`src/rtl/divide.sv`:
```
// Sign-magnitude fixed-point restoring divider: one quotient bit per clock,
// MSB first, with saturation on overflow and a dedicated divide-by-zero path.
module divide #(
  parameter int WIDTH = 31
) (
  input  logic           clk,
  input  logic           rst,
  input  logic           in_valid,
  output logic           in_ready,
  input  logic [WIDTH:0] dividend,
  input  logic [WIDTH:0] divisor,
  output logic           out_valid,
  input  logic           out_ready,
  output logic [WIDTH:0] quotient,
  output logic           overflow,
  output logic           div_by_zero
);

  localparam int F  = WIDTH / 2 + 1;
  localparam int N  = WIDTH + F;
  localparam int CW = $clog2(N + 1);
  localparam logic [CW-1:0] F_CNT    = CW'(F);
  localparam logic [CW-1:0] LAST_CNT = CW'(N - 1);

  typedef enum logic [1:0] {
    S_IDLE = 2'd0,
    S_BUSY = 2'd1,
    S_DONE = 2'd2
  } state_t;

  state_t             r_state;
  logic               r_sign;
  logic [N-1:0]       r_num;
  logic [WIDTH-1:0]   r_den;
  logic [WIDTH-1:0]   r_rem;
  logic [WIDTH-1:0]   r_quo;
  logic               r_ovf;
  logic [CW-1:0]      r_cnt;
  logic               r_in_ready;
  logic               r_out_valid;
  logic [WIDTH:0]     r_quotient;
  logic               r_overflow;
  logic               r_div_by_zero;

  logic [WIDTH:0]     w_trial;
  logic [WIDTH:0]     w_diff;
  logic               w_qbit;
  logic [WIDTH-1:0]   w_rem_next;
  logic [WIDTH-1:0]   w_quo_next;
  logic               w_ovf_next;

  // Remainder never exceeds twice the divisor, so one extra bit holds the trial.
  assign w_trial    = {r_rem, r_num[N-1]};
  assign w_diff     = w_trial - {1'b0, r_den};
  assign w_qbit     = (w_trial >= {1'b0, r_den});
  assign w_rem_next = w_qbit ? w_diff[WIDTH-1:0] : w_trial[WIDTH-1:0];
  assign w_quo_next = {r_quo[WIDTH-2:0], w_qbit};
  // The first F iterations produce bits of weight 2^WIDTH and above.
  assign w_ovf_next = r_ovf | (w_qbit & (r_cnt < F_CNT));

  assign in_ready    = r_in_ready;
  assign out_valid   = r_out_valid;
  assign quotient    = r_quotient;
  assign overflow    = r_overflow;
  assign div_by_zero = r_div_by_zero;

  // Handshake FSM and datapath registers.
  always_ff @(posedge clk) begin
    if (rst) begin
      r_state       <= S_IDLE;
      r_sign        <= 1'b0;
      r_num         <= '0;
      r_den         <= '0;
      r_rem         <= '0;
      r_quo         <= '0;
      r_ovf         <= 1'b0;
      r_cnt         <= '0;
      r_in_ready    <= 1'b1;
      r_out_valid   <= 1'b0;
      r_quotient    <= '0;
      r_overflow    <= 1'b0;
      r_div_by_zero <= 1'b0;
    end else begin
      case (r_state)
        S_IDLE: begin
          if (in_valid) begin
            r_sign     <= dividend[WIDTH] ^ divisor[WIDTH];
            r_num      <= {dividend[WIDTH-1:0], {F{1'b0}}};
            r_den      <= divisor[WIDTH-1:0];
            r_rem      <= '0;
            r_quo      <= '0;
            r_ovf      <= 1'b0;
            r_cnt      <= '0;
            r_in_ready <= 1'b0;
            if (divisor[WIDTH-1:0] == '0) begin
              r_state       <= S_DONE;
              r_out_valid   <= 1'b1;
              r_quotient    <= {dividend[WIDTH] ^ divisor[WIDTH], {WIDTH{1'b1}}};
              r_overflow    <= 1'b0;
              r_div_by_zero <= 1'b1;
            end else begin
              r_state <= S_BUSY;
            end
          end
        end
        S_BUSY: begin
          r_num <= {r_num[N-2:0], 1'b0};
          r_rem <= w_rem_next;
          r_quo <= w_quo_next;
          r_ovf <= w_ovf_next;
          r_cnt <= r_cnt + CW'(1);
          if (r_cnt == LAST_CNT) begin
            r_state       <= S_DONE;
            r_out_valid   <= 1'b1;
            r_quotient    <= {r_sign, (w_ovf_next ? {WIDTH{1'b1}} : w_quo_next)};
            r_overflow    <= w_ovf_next;
            r_div_by_zero <= 1'b0;
          end
        end
        S_DONE: begin
          if (out_ready) begin
            r_state       <= S_IDLE;
            r_in_ready    <= 1'b1;
            r_out_valid   <= 1'b0;
            r_quotient    <= '0;
            r_overflow    <= 1'b0;
            r_div_by_zero <= 1'b0;
          end
        end
        default: begin
          r_state       <= S_IDLE;
          r_in_ready    <= 1'b1;
          r_out_valid   <= 1'b0;
          r_quotient    <= '0;
          r_overflow    <= 1'b0;
          r_div_by_zero <= 1'b0;
        end
      endcase
    end
  end

endmodule

```
`config.mk`:
```
export PLATFORM = sky130hd
export DESIGN_NAME = divide
export DESIGN_NICKNAME = d
export VERILOG_FILES = /design/src/rtl/divide.sv
export SDC_FILE = /design/constraint.sdc
export NUM_CORES = 1
export LEC_CHECK = 0
export CORE_UTILIZATION = 55
export DETAILED_ROUTE_END_ITERATION = 8
export PLACE_DENSITY = 0.79
export SKIP_CTS_REPAIR_TIMING = 1
export SLEW_MARGIN = 20
export SYNTH_ARGS = -nofsm -noshare
export SYNTH_HDL_FRONTEND = slang
export SYNTH_SLANG_ARGS = --single-unit
```
`constraint.sdc`:
```
create_clock -name clk -period 3.3 [get_ports clk]
set_input_delay 0.495 -clock clk [delete_from_list [all_inputs] [get_ports clk]]
set_output_delay 0.495 -clock clk [all_outputs]
set_load 0.05 [all_outputs]
```
======== Word level (Yosys, flattened, before mapping) ========
Index checks and enable logic that the tools add are counted.
word-level totals
  register bits after elaboration ......... 185
  latch bits .............................. 0
  RAM bits ................................ 0
  bits in read-only memories .............. 0
  bits of input ports ..................... 68
  output and inout port bits .............. 36
  logic and storage cells ................. 70
  memories kept ........................... 0
cells by class
  add/subtract/negate cells ............... 2
  multipliers ............................. 0
  divide/modulo/power cells ............... 0
  $lt $le $gt $ge ......................... 2
  equal/unequal tests ..................... 7
  shift operators ......................... 0
  mux-type cells .......................... 34
  bitwise operators ....................... 4
  reductions and logical operators ........ 8
operator list
  operator                                                     number
  two-way mux 32 bit                                           4
  case mux 32 bit (3 select lines)                             1
  case mux 47 bit (2 select lines)                             1
  two-way mux 31 bit                                           3
  case mux 31 bit (2 select lines)                             1
  case mux 30 bit (2 select lines)                             1
  two-way mux 47 bit                                           1
  >= comparator 32 x 31 -> 1 bit                               1
  zero test 31 bit                                             1
  subtractor 31 bit                                            1
  case mux 1 bit (3 select lines)                              4
  case mux 6 bit (2 select lines)                              1
  two-way mux 1 bit                                            10
  two-way mux 2 bit                                            4
  != test 2 bit (second input constant)                        4
  adder 6 x 1 -> 6 bit (second input constant)                 1
  equality test 6 bit (second input constant)                  1
  less-than comparator 6 x 5 -> 1 bit (second input constant)  1
  two-way mux 6 bit                                            1
  case mux 2 bit (3 select lines)                              1
  AND reduction 3 bit                                          2
  AND reduction 2 bit                                          2
  AND reduction 4 bit                                          1
  equality test 2 x 1 -> 1 bit (second input constant)         1
  8 further kinds                                              8

======== Logic depth before layout (Yosys ltp) ========
  depth after elaboration ................. 6
  depth in mapped cells ................... 13
  mapped depth without buffers ............ 12

======== Least setup slack after synthesis ========
Ideal clock, no wire load.
  kind .................................... register to register
  from .................................... reg r_den[2]
  to ...................................... reg r_quotient[19] (netlist: quotient[19])
  library setup time ...................... 122 ps
  data arrival time ....................... 2544 ps
  data required time ...................... 3178 ps
  setup slack ............................. 634 ps
  stages on the path, launching flop included .. 13
  buffers on the path ..................... 2
  clock period less this slack ............ 2666 ps
  cells stage by stage .................... dfxtp_1 > inv_1 > ha_1 > nor2b_1 > o31a_1 > a221o_1 > o2bb2ai_1 > nor3_2 > nor4_2 > o21ba_1 > buf_6 > buf_6 > a221o_1
between the ends
  longest elaborated chain between the ends .. 6
RTL lines
  element                           RTL line  RTL
  start: declaration                34        logic [WIDTH-1:0] r_den;
  start signal: assignment          89        r_den <= divisor[WIDTH-1:0];
  >= comparator 32 x 31 -> 1 bit    55        assign w_qbit = (w_trial >= {1'b0, r_den});
  bitwise AND 1 bit                 59        assign w_ovf_next = r_ovf | (w_qbit & (r_cnt < F_CNT));
  OR 1 bit                          59
  two-way mux 31 bit                115       r_quotient <= {r_sign, (w_ovf_next ? {WIDTH{1'b1}} : w_quo_next)};
  two-way mux 32 bit                112       if (r_cnt == LAST_CNT) begin
  case mux 32 bit (3 select lines)  84        case (r_state)
  end signal: assignment            98        r_quotient <= {dividend[WIDTH] ^ divisor[WIDTH], {WIDTH{1'b1}}};
  end signal: assignment            115
  end: declaration                  41        logic [WIDTH:0] r_quotient;
No other way between the ends. The select of a mux whose other input is x is not followed.
A chain may end at the register's enable or synchronous reset.

======== Worst setup path after layout ========
  from .................................... reg r_den[26]
  to ...................................... reg r_rem[29]
between the ends
  longest elaborated chain between the ends .. 3
  elaborated cells between the ends (all ways) .. 4
  those cells by class .................... add/sub: 1; order compare: 1; mux: 2
RTL lines
  element                                                              RTL line  RTL
  subtractor 31 bit or >= comparator 32 x 31 -> 1 bit (tied branches)  54, 55
  two-way mux 31 bit *                                                 56        assign w_rem_next = w_qbit ? w_diff[WIDTH-1:0] : w_trial[WIDTH-1:0];
  case mux 31 bit (2 select lines) *                                   84
  end signal: assignment                                               108       r_rem <= w_rem_next;
  end: declaration                                                     35        logic [WIDTH-1:0] r_rem;
Every way passes the cells marked *; elsewhere a longest branch is shown, timed or not.

==> flow_summary.yaml <==
status:
  status: "finished, final reports clean"
pwr:
  pwr-share-comb_pct: 50.7
  clkPwrFrac_pct: 21.4
  switchingPower_mw: 3.843
  switching_share_pct: 41.54
  power_density_nw_per_um2: 939.0
  power_frac_seq_pct: 27.9
  p_total_mw: 9.252
  p_leak_nw: 3.798
  p_int_mw: 5.409
  peakVddDrop_mv: 0.5278
drt:
  vias_per_cell: 5.742
  postRouteAntennaNets: 0
  drc: 0
  avgRoutedWirePerCell_um: 15.37
  vias: 7327
  drtIter0Drc: 500
  wl_um: 19620
  firstDrtPassIters: 5
layout:
  antenna_cells: 0
  nNetsFinal: 1185
  design_area_sq_um: 9853
  utilization_pct: 69.90
  regArea_sq_um: 3383
  nFillCells: 1180
  area_growth_pct: 22.00
  drive_above_1_share_pct: 6.113
  multiInputGateArea_sq_um: 4268
place:
  io_buffers: 103
  dp_slack_ps: 206.8
  place_area_sq_um: 9251
  gp_congestion: 0.9337
  hpwl_um: 13330
worst_setup_path:
  cp_slowest_cell: "ha_1"
  worstSetupStartpointType: "register"
  cp_max_fo: 21
  crit_type: "register to register"
  max_stage_delay_ps: 360
  worst_ep_arrival_time_ps: 3310
  cp-end-kind: "register"
  path_cells: "inv_1 -> ha_1 -> a21oi_1 -> nand2_1 -> a311o_1 -> a31o_1 -> nor3_2 -> nor2_2 -> buf_12 -> nor2_1 -> a22oi_1 -> o21ai_0"
  critical_path_required_ps: 3650
floorplanning:
  start_util_pct: 57.30
  rows: 43
  ios: 104
  die_w_um: 123.2
  fp.dieArea_sq_um: 15170
  fp.dieH_um: 123.2
  core_area_sq_um: 14100
grt:
  grt_first_pass_wirelength_um: 32690
  track_usage_pct: 27.07
  grt_pass1_vias: 6806
  overflow: 0
  antenna_found_initial: 0
  grt_max_degree: 62
clock_network:
  cts_sinks: 169
  root_buffer: "clkbuf_16"
  clk_pin_slew_ps: 70
  numCtsBuffers: 17
  tritoncts: "built"
  clock_latency_ps: 430
  clock_path_buffers: 2
  cts-htree-levels: 4
timing:
  finalHoldViolations: 0
  finalSetupViolCount: 0
  fmax_mhz: 337.6
  layout_min_cycle_time_ps: 2962
  fin_setup_tns_ps: 0
  timing.final.crit_share_pct: 89.75
  skew_ps: 17.41
  rsz0062_at_grt: "false"
  drv_slew: 0
  max_slew_margin_pct: 41.61
  tightestPinTransition_ps: 868.5
  setup_ws_ps: 338.3
synthesis:
  synth_ff_type: "dfxtp_1"
  ys_async_sr_fraction_pct: 0
  synth.area.top_cells: "dfxtp_1 42%, nand2_1 6.8%, a21oi_1 6.4%"
  netlist_instances: 1009
  synth-edff-count: 0
  yosysTopAreaCellShare_pct: 41.89
  syn_avg_cell_area_sq_um: 8.004
  ys_warn_count: 0
  synth_area_sq_um: 8076
  yosysSeqAreaShare_pct: 41.89
  synth_area_leader_cell: "dfxtp_1"
  synth_fp_nets: 1111
  ys_types: 62
  ys_ff_latch: 169
min_path:
  hold_path.class: "register to register"
job:
  maxCapViolations: 0
## registers in the layout (all words and copies together) (netlist names)
signal,count
r_sign,1
overflow,1
quotient,32
r_quo,30
r_num,31
r_cnt,6
r_state,2
r_ovf,1
in_ready,1
div_by_zero,1
out_valid,1
r_rem,31
r_den,31
## stage by stage
step / hold slack (ps) / cells
detailed placement: 447.6 / 1244
floorplan: 436.3 / 1009
finish: 455.5 / 1276
CTS: 457.6 / 1276
global route: 470.2 / 1276
global placement: 443.0 / 1244
## placed cells by master (no fill, tap or decap), drive strengths merged, types with 6 or more instances in the layout
cell type and instances:
a21o 7, a21oi 105, a221o 30, a22oi 6, buf 20, clkbuf 17
clkdlybuf4s50 102, clkinv 7, dfxtp 169, ha 33, inv 47, mux2i 17
nand2 146, nand3 42, nand4 9, nor2 130, nor2b 9, nor3 13
nor4 38, o21a 6, o21ai 47, xnor2 21, xor2 6
## path summary, 6_finish.rpt
path	startpoint	endpoint	slack, ps	depth (start not counted)
worst max-delay path	r_den[26]	r_rem[29]	340	12
worst min-delay path	r_den[10]	r_den[10]	460	2
worst max register to register	r_den[26]	r_rem[29]	340	12
worst min register to register	r_den[10]	r_den[10]	460	2
## worst max-delay path, delay by kind of cell (launching register included)
| kind | cells | cell delay [ps] |
|---|---|---|
| compound gates | 5 | 1110 |
| simple gates | 4 | 830 |
| fa+ha+maj | 1 | 360 |
| flops | 1 | 330 |
| buf+inv | 2 | 230 |
## layer usage
layer	GRT usage, %	wire, um	share of wire [%]
met5	0	0	0
met4	7.907	267	1.4
met3	4.613	957	4.9
met2	44.97	9356	48
met1	35.96	9034	46
## power by group through the flow
stage          Sequential [mW]  Clock [mW]  Combinational (mW)
2_1_floorplan             2.88           0                3.26
3_3_place_gp              2.61           0                4.58
3_5_place_dp              2.61           0                4.62
4_1_cts                   2.57        2.00                4.67
5_1_grt                   2.61        2.10                5.15
6_report                  2.58        1.98                4.70
## kinds of logic (layout without fill, tap and decap cells)
kind of cell | after synthesis | after routing | share of synthesized area (%)
XOR/XNOR | 27 | 27 | 2.928
buffers and inverters | 108 | 195 | 5.484
adder cells (fa/ha/maj) | 34 | 34 | 5.360
multiplexers | 19 | 19 | 2.386
AO/OA/AOI/OAI | 242 | 242 | 19.13
flip-flops | 169 | 169 | 41.89
AND/OR/NAND/NOR | 410 | 410 | 22.82
## final cells by class
cell class                 instances  share of cell area, %
inverter                          41                  1.562
clock inverter                    15                  1.790
clock buffer                      17                  4.317
tap                              180                  2.286
timing repair buffer             122                  12.39
sequential                       169                  34.34
multi-input combinational        732                  43.31
## cell usage after synthesis (6+ instances only)
library cell and instances:
a22oi_1 6, nor2b_1 9, o21a_1 6, clkbuf_1 52, a21o_1 7, nand2_1 146, ha_1 33, nand4_1 9
nor3_1 12, xor2_1 6, o21ai_0 43, buf_2 9, nor2_1 129, dfxtp_1 169, nor4_1 37, xnor2_1 21
a221o_1 30, inv_1 41, mux2i_1 17, nand3_1 42, a21oi_1 103
Power figures use the tool's default switching activity.
==> RTL change 1 (same settings) <==
Encoding of `state_t`: now one-hot (3 bits for 3 states).
--- a/src/rtl/divide.sv
+++ b/src/rtl/divide.sv
@@ -23,8 +23,8 @@
   localparam logic [CW-1:0] LAST_CNT = CW'(N - 1);
 
-  typedef enum logic [1:0] {
-    S_IDLE = 2'd0,
-    S_BUSY = 2'd1,
-    S_DONE = 2'd2
+  typedef enum logic [2:0] {
+    S_IDLE = 3'b001,
+    S_BUSY = 3'b010,
+    S_DONE = 3'b100
   } state_t;
 
Formal check against the unedited RTL: no difference found for any inputs over 10 cycles, from zero or initial values and one cycle with rst high; not proved beyond that.
==> RTL change 1 against the original RTL <==
Critical path depth decreased by 1; area after synthesis fell by 0.93%; sequential cell count increased by 1; first-iteration DRC count rose by 14%; final area shrank 0.62%; utilization shrank 0.17 points; power fell by 2.7%; wire length grew 0.43%; setup slack got worse by 0.15 ns; final cell count is 1.4% lower; sequential share of layout area is 0.42 points higher; fmax down 4.9%; critical endpoint is now quotient[27].
==> RTL change 1: results (changes against the original RTL) <==
- Status: finished, final reports clean
- Data arrival time of the critical path: 3.42 ns (+0.11 ns)
- Register area: 3403 µm² (+0.59%)
- Port Buffer Count: 103 (unchanged)
- Share of cells above drive strength 1: 0.08071 (+0.01957)
- Top cell type's share of synthesized area: 0.4253 (+0.006432)
- Clk cell area share: 0.05865 (-0.002429)
- Max reg flops: 32 (unchanged)
- Bufs on Longest Clock Path: 2 (unchanged)
- Nonclk buf count: 128 (+4.9%)
- Final net count: 1168 (-1.4%)
- Multi-input combinational area share: 0.4292 (-0.003932)
- Vias in the first global route: 6767 (-0.57%)
- Htree depth: 4 (unchanged)
- Via density: 5.808 (+1.2%)
- Worst-path clk slew: 0.07 ns (about the same)
- N_diodes: 0 (unchanged)
- Clock buffer count: 18 (+1)
- Fill cell count: 1138 (-3.6%)
- Comb_multi_in: 707 (-3.4%)
- Setup Skew: 0.01025 ns (-0.007160 ns)
- Sequential power share: 0.298 (+0.019)
- Yosys reg bits: 170 (+0.59%)
- VDD IR-drop max: 0.0005770 V (+9.3%)
- Syn nets: 1085 (-2.3%)
- P_leak: 3.912 nW (+3.0%)
- Fraction of area in non-clock buffers: 0.1255 (+0.001543)
- Inverters excl. clock: 42 (+2.4%)
- GPL Wtd Cong: 0.9547 (+2.2%)
- Post-synth cell types: 54 (-13%)
- First-pass GRT wire length: 31890 µm (-2.4%)
- Post-synth top cells: dfxtp_1 (170), nor2_1 (167), nand2_1 (115)
- Worst Path Max Fanout: 10 (-52%)
- Detailed Route Iter0 Violations: 571 (+14%)
- GRT Total Usage: 0.2719 (+0.001182)
- Post-DP HPWL: 13190 µm (-1.1%)
- Asr flop ratio synth: 0 (unchanged)
- Reg2reg start: r_den[19]
- Sequential share of the synthesized area: 0.4253 (+0.006432)
- Hold Crit Class: in -> reg
- Switch share: 0.4153 (about the same)
- Routed len/inst: 15.66 µm (+1.9%)
- Slew @ Worst Pin: 1.038 ns (+0.1695 ns)
- Largest net degree at the start of global routing: 89 (+44%)
- First-pass DRT Iterations: 6 (+1)
- Hold_sp: rst
- Top post-synthesis cells by area: dfxtp_1 (43%), nor2_1 (7.8%), nand2_1 (5.4%), a21oi_1 (5.2%), ha_1 (5.2%)
- Most used DFF post-synth: dfxtp_1
## RTL change 1: worst max-delay path, cell delays in order (launching register included)
cell	delay [ns]
dfxtp_1	0.34
inv_1	0.05
ha_1	0.33
a21oi_1	0.15
o21ai_0	0.14
a221o_1	0.40
a2111oi_4	0.39
and2_1	0.27
nor3_4	0.06
or3b_1	0.42
buf_4	0.21
o221a_1	0.24
## RTL change 1: worst paths after layout
check                       to  slack (ns)  cells past startpoint
setup / recovery  quotient[27]        0.19                     11
hold reg to reg      r_den[23]        0.46                      2
setup reg to reg  quotient[27]        0.19                     11
hold / removal        r_cnt[5]        0.45                      2
## RTL change 1: kinds of logic (layout without fill, tap and decap cells)
group           Yosys count  count (layout)  share of synthesized area
flops                   170             170                     0.4253
buf+inv                 106             201                    0.05238
simple gates            376             376                     0.2034
mux                       5               5                   0.006568
compound gates          265             265                     0.2286
xor+xnor                 27              27                    0.02955
fa+ha+maj                34              34                    0.05411
## RTL change 1: per-stage QoR
step / total power (W) / setup WS (ns) / instance area [µm²] / util / cells
3_5_place_dp: 0.006997 / 0.09287 / 9201 / 0.6553 / 1227
3_3_place_gp: 0.006939 / 0.1695 / 9201 / 0.6553 / 1227
5_1_grt: 0.009608 / 0.005534 / 9792 / 0.6973 / 1258
6_report: 0.008998 / 0.1870 / 9792 / 0.6973 / 1258
2_1_floorplan: 0.005883 / 0.1757 / 8001 / - / 983
4_1_cts: 0.008981 / 0.02877 / 9776 / 0.6962 / 1258
## RTL change 1: layer usage
layer | global-route usage | up-vias | share of wire
met5 | 0 | - | 0
met4 | 0.1021 | 0 | 0.023
met3 | 0.07156 | 27 | 0.056
met2 | 0.4508 | 189 | 0.47
met1 | 0.3369 | 3446 | 0.45
li1 | - | 3645 | -
==> RTL change 2 (same settings) <==
Without the edit above. The parameter `WIDTH` goes from 31 to 23.
--- a/src/rtl/divide.sv
+++ b/src/rtl/divide.sv
@@ -2,5 +2,5 @@
 // MSB first, with saturation on overflow and a dedicated divide-by-zero path.
 module divide #(
-  parameter int WIDTH = 31
+  parameter int WIDTH = 23
 ) (
   input  logic           clk,
Interface: changed (resized dividend, divisor and quotient); port bits go from 104 to 80. No check against the original RTL was run, so the function may have changed too.
==> RTL change 2 against the original RTL <==
Area after synthesis is 23% lower; final area down 22%; clock skew fell by 0.0070 ns; setup slack lost 0.057 ns; die area fell by 22%; wire length decreased by 19%; power down 28%; sequential cell count decreased by 40.
==> RTL change 2: results (changes against the original RTL) <==
- Post-synth cell types: 65 (+4.8%)
- Post-synth top cells: dfxtp_1 (129), nor2_1 (101), nand2_1 (97)
- VDD IR-drop max: 0.0005904 V (+12%)
- DP Cell Count: 947 (-24%)
- P_leak: 2.944 nW (-22%)
- Slew @ Worst Pin: 0.7580 ns (-0.1105 ns)
- Sequential share of the synthesized area: 0.4134 (-0.005521)
- Hold Crit Class: reg -> reg
- Initial antenna violation count: 0 (unchanged)
- Top post-synthesis cells by area: dfxtp_1 (41%), a21oi_1 (6.2%), nor2_1 (6.1%), nand2_1 (5.8%), ha_1 (5.0%)
- Clock root cell: clkbuf_16
- Routed len/inst: 16.19 µm (+5.3%)
- Layout area overhead: 23.61%
- Status: finished, final reports clean
- Bufs on Longest Clock Path: 2 (unchanged)
- Mean Syn Cell Area: 8.145 µm² (+1.8%)
- Reg2reg path depth: 12 (unchanged)
- Max reg flops: 24 (-25%)
- Share of cells above drive strength 1: 0.07151 (+0.01038)
- Via total after detailed routing: 5837 (-20%)
- Detailed Route Iter0 Violations: 379 (-24%)
- Largest net degree at the start of global routing: 83 (+34%)
- Data arrival time of the critical path: 3.38 ns (+0.07 ns)
- Setup Skew: 0.01041 ns (-0.006999 ns)
- Setup Slack @ Placement: 0.3330 ns (+0.1262 ns)
- First-pass GRT wire length: 25880 µm (-21%)
- Final net count: 904 (-24%)
- Port Buffer Count: 79 (-23%)
- Htree depth: 4 (unchanged)
- Worst Path Max Fanout: 22 (+4.8%)
- Post-DP HPWL: 10500 µm (-21%)
- Vias in the first global route: 5461 (-20%)
- Placed inst area: 7103 µm² (-23%)
- Fill cell count: 877 (-26%)
- Routed Wire Length: 15850 µm (-19%)
- GR Overflow Total: 0 (unchanged)
- GRT Total Usage: 0.2836 (+0.01292)
- Syn nets: 845 (-24%)
- GPL Wtd Cong: 0.9122 (-2.3%)
- Max Cap Violations: 0 (unchanged)
-- RTL change 2: kinds of logic after synthesis --
family | after synthesis | share of synthesized area
fa+ha+maj | 26 | 0.05327
compound gates | 199 | 0.2159
buf+inv | 82 | 0.05568
mux | 10 | 0.01662
simple gates | 303 | 0.2199
flops | 129 | 0.4134
xor+xnor | 18 | 0.02524
-- RTL change 2: area by class of cell --
class	instances	share of cell area
well taps	140	0.02268
clock inverters	14	0.02333
inverters	30	0.01458
flip-flops and latches	129	0.3344
multi-input cells	556	0.4305
clock buffers	18	0.05687
repair buffers	92	0.1176
-- RTL change 2: power by group --
group,total (W),internal (W),switching [W]
clock network,0.00194,0.00122,0.000727
registers,0.00187,0.00174,0.000132
logic,0.00287,0.00119,0.00168
total,0.00668,0.00414,0.00254
-- RTL change 2: layer usage --
layer  global-route usage  up-vias  routed length (µm)
met3              0.04762       37                 643
li1                     -     2850                   -
met4               0.1322        0                 494
met1               0.3613     2788                7006
met2               0.4670      162                7702
met5                    0        -                   0
-- RTL change 2: path summary, 6_finish.rpt --
kind	from	end	slack [ns]
worst max register to register	r_num[34]	quotient[10]	0.28
worst min register to register	r_den[8]	r_den[8]	0.45
worst max-delay path	r_num[34]	quotient[10]	0.28
worst min-delay path	r_den[8]	r_den[8]	0.45
-- RTL change 2: worst max-delay path: stages, from the launching register on --
cell	delay, ns
dfxtp_1	0.33
inv_1	0.06
ha_1	0.22
fa_1	0.38
and2b_1	0.24
o2111ai_1	0.15
a31o_2	0.32
a2111oi_4	0.31
or2_4	0.34
a21oi_4	0.10
a21boi_2	0.20
buf_12	0.18
a221o_1	0.14
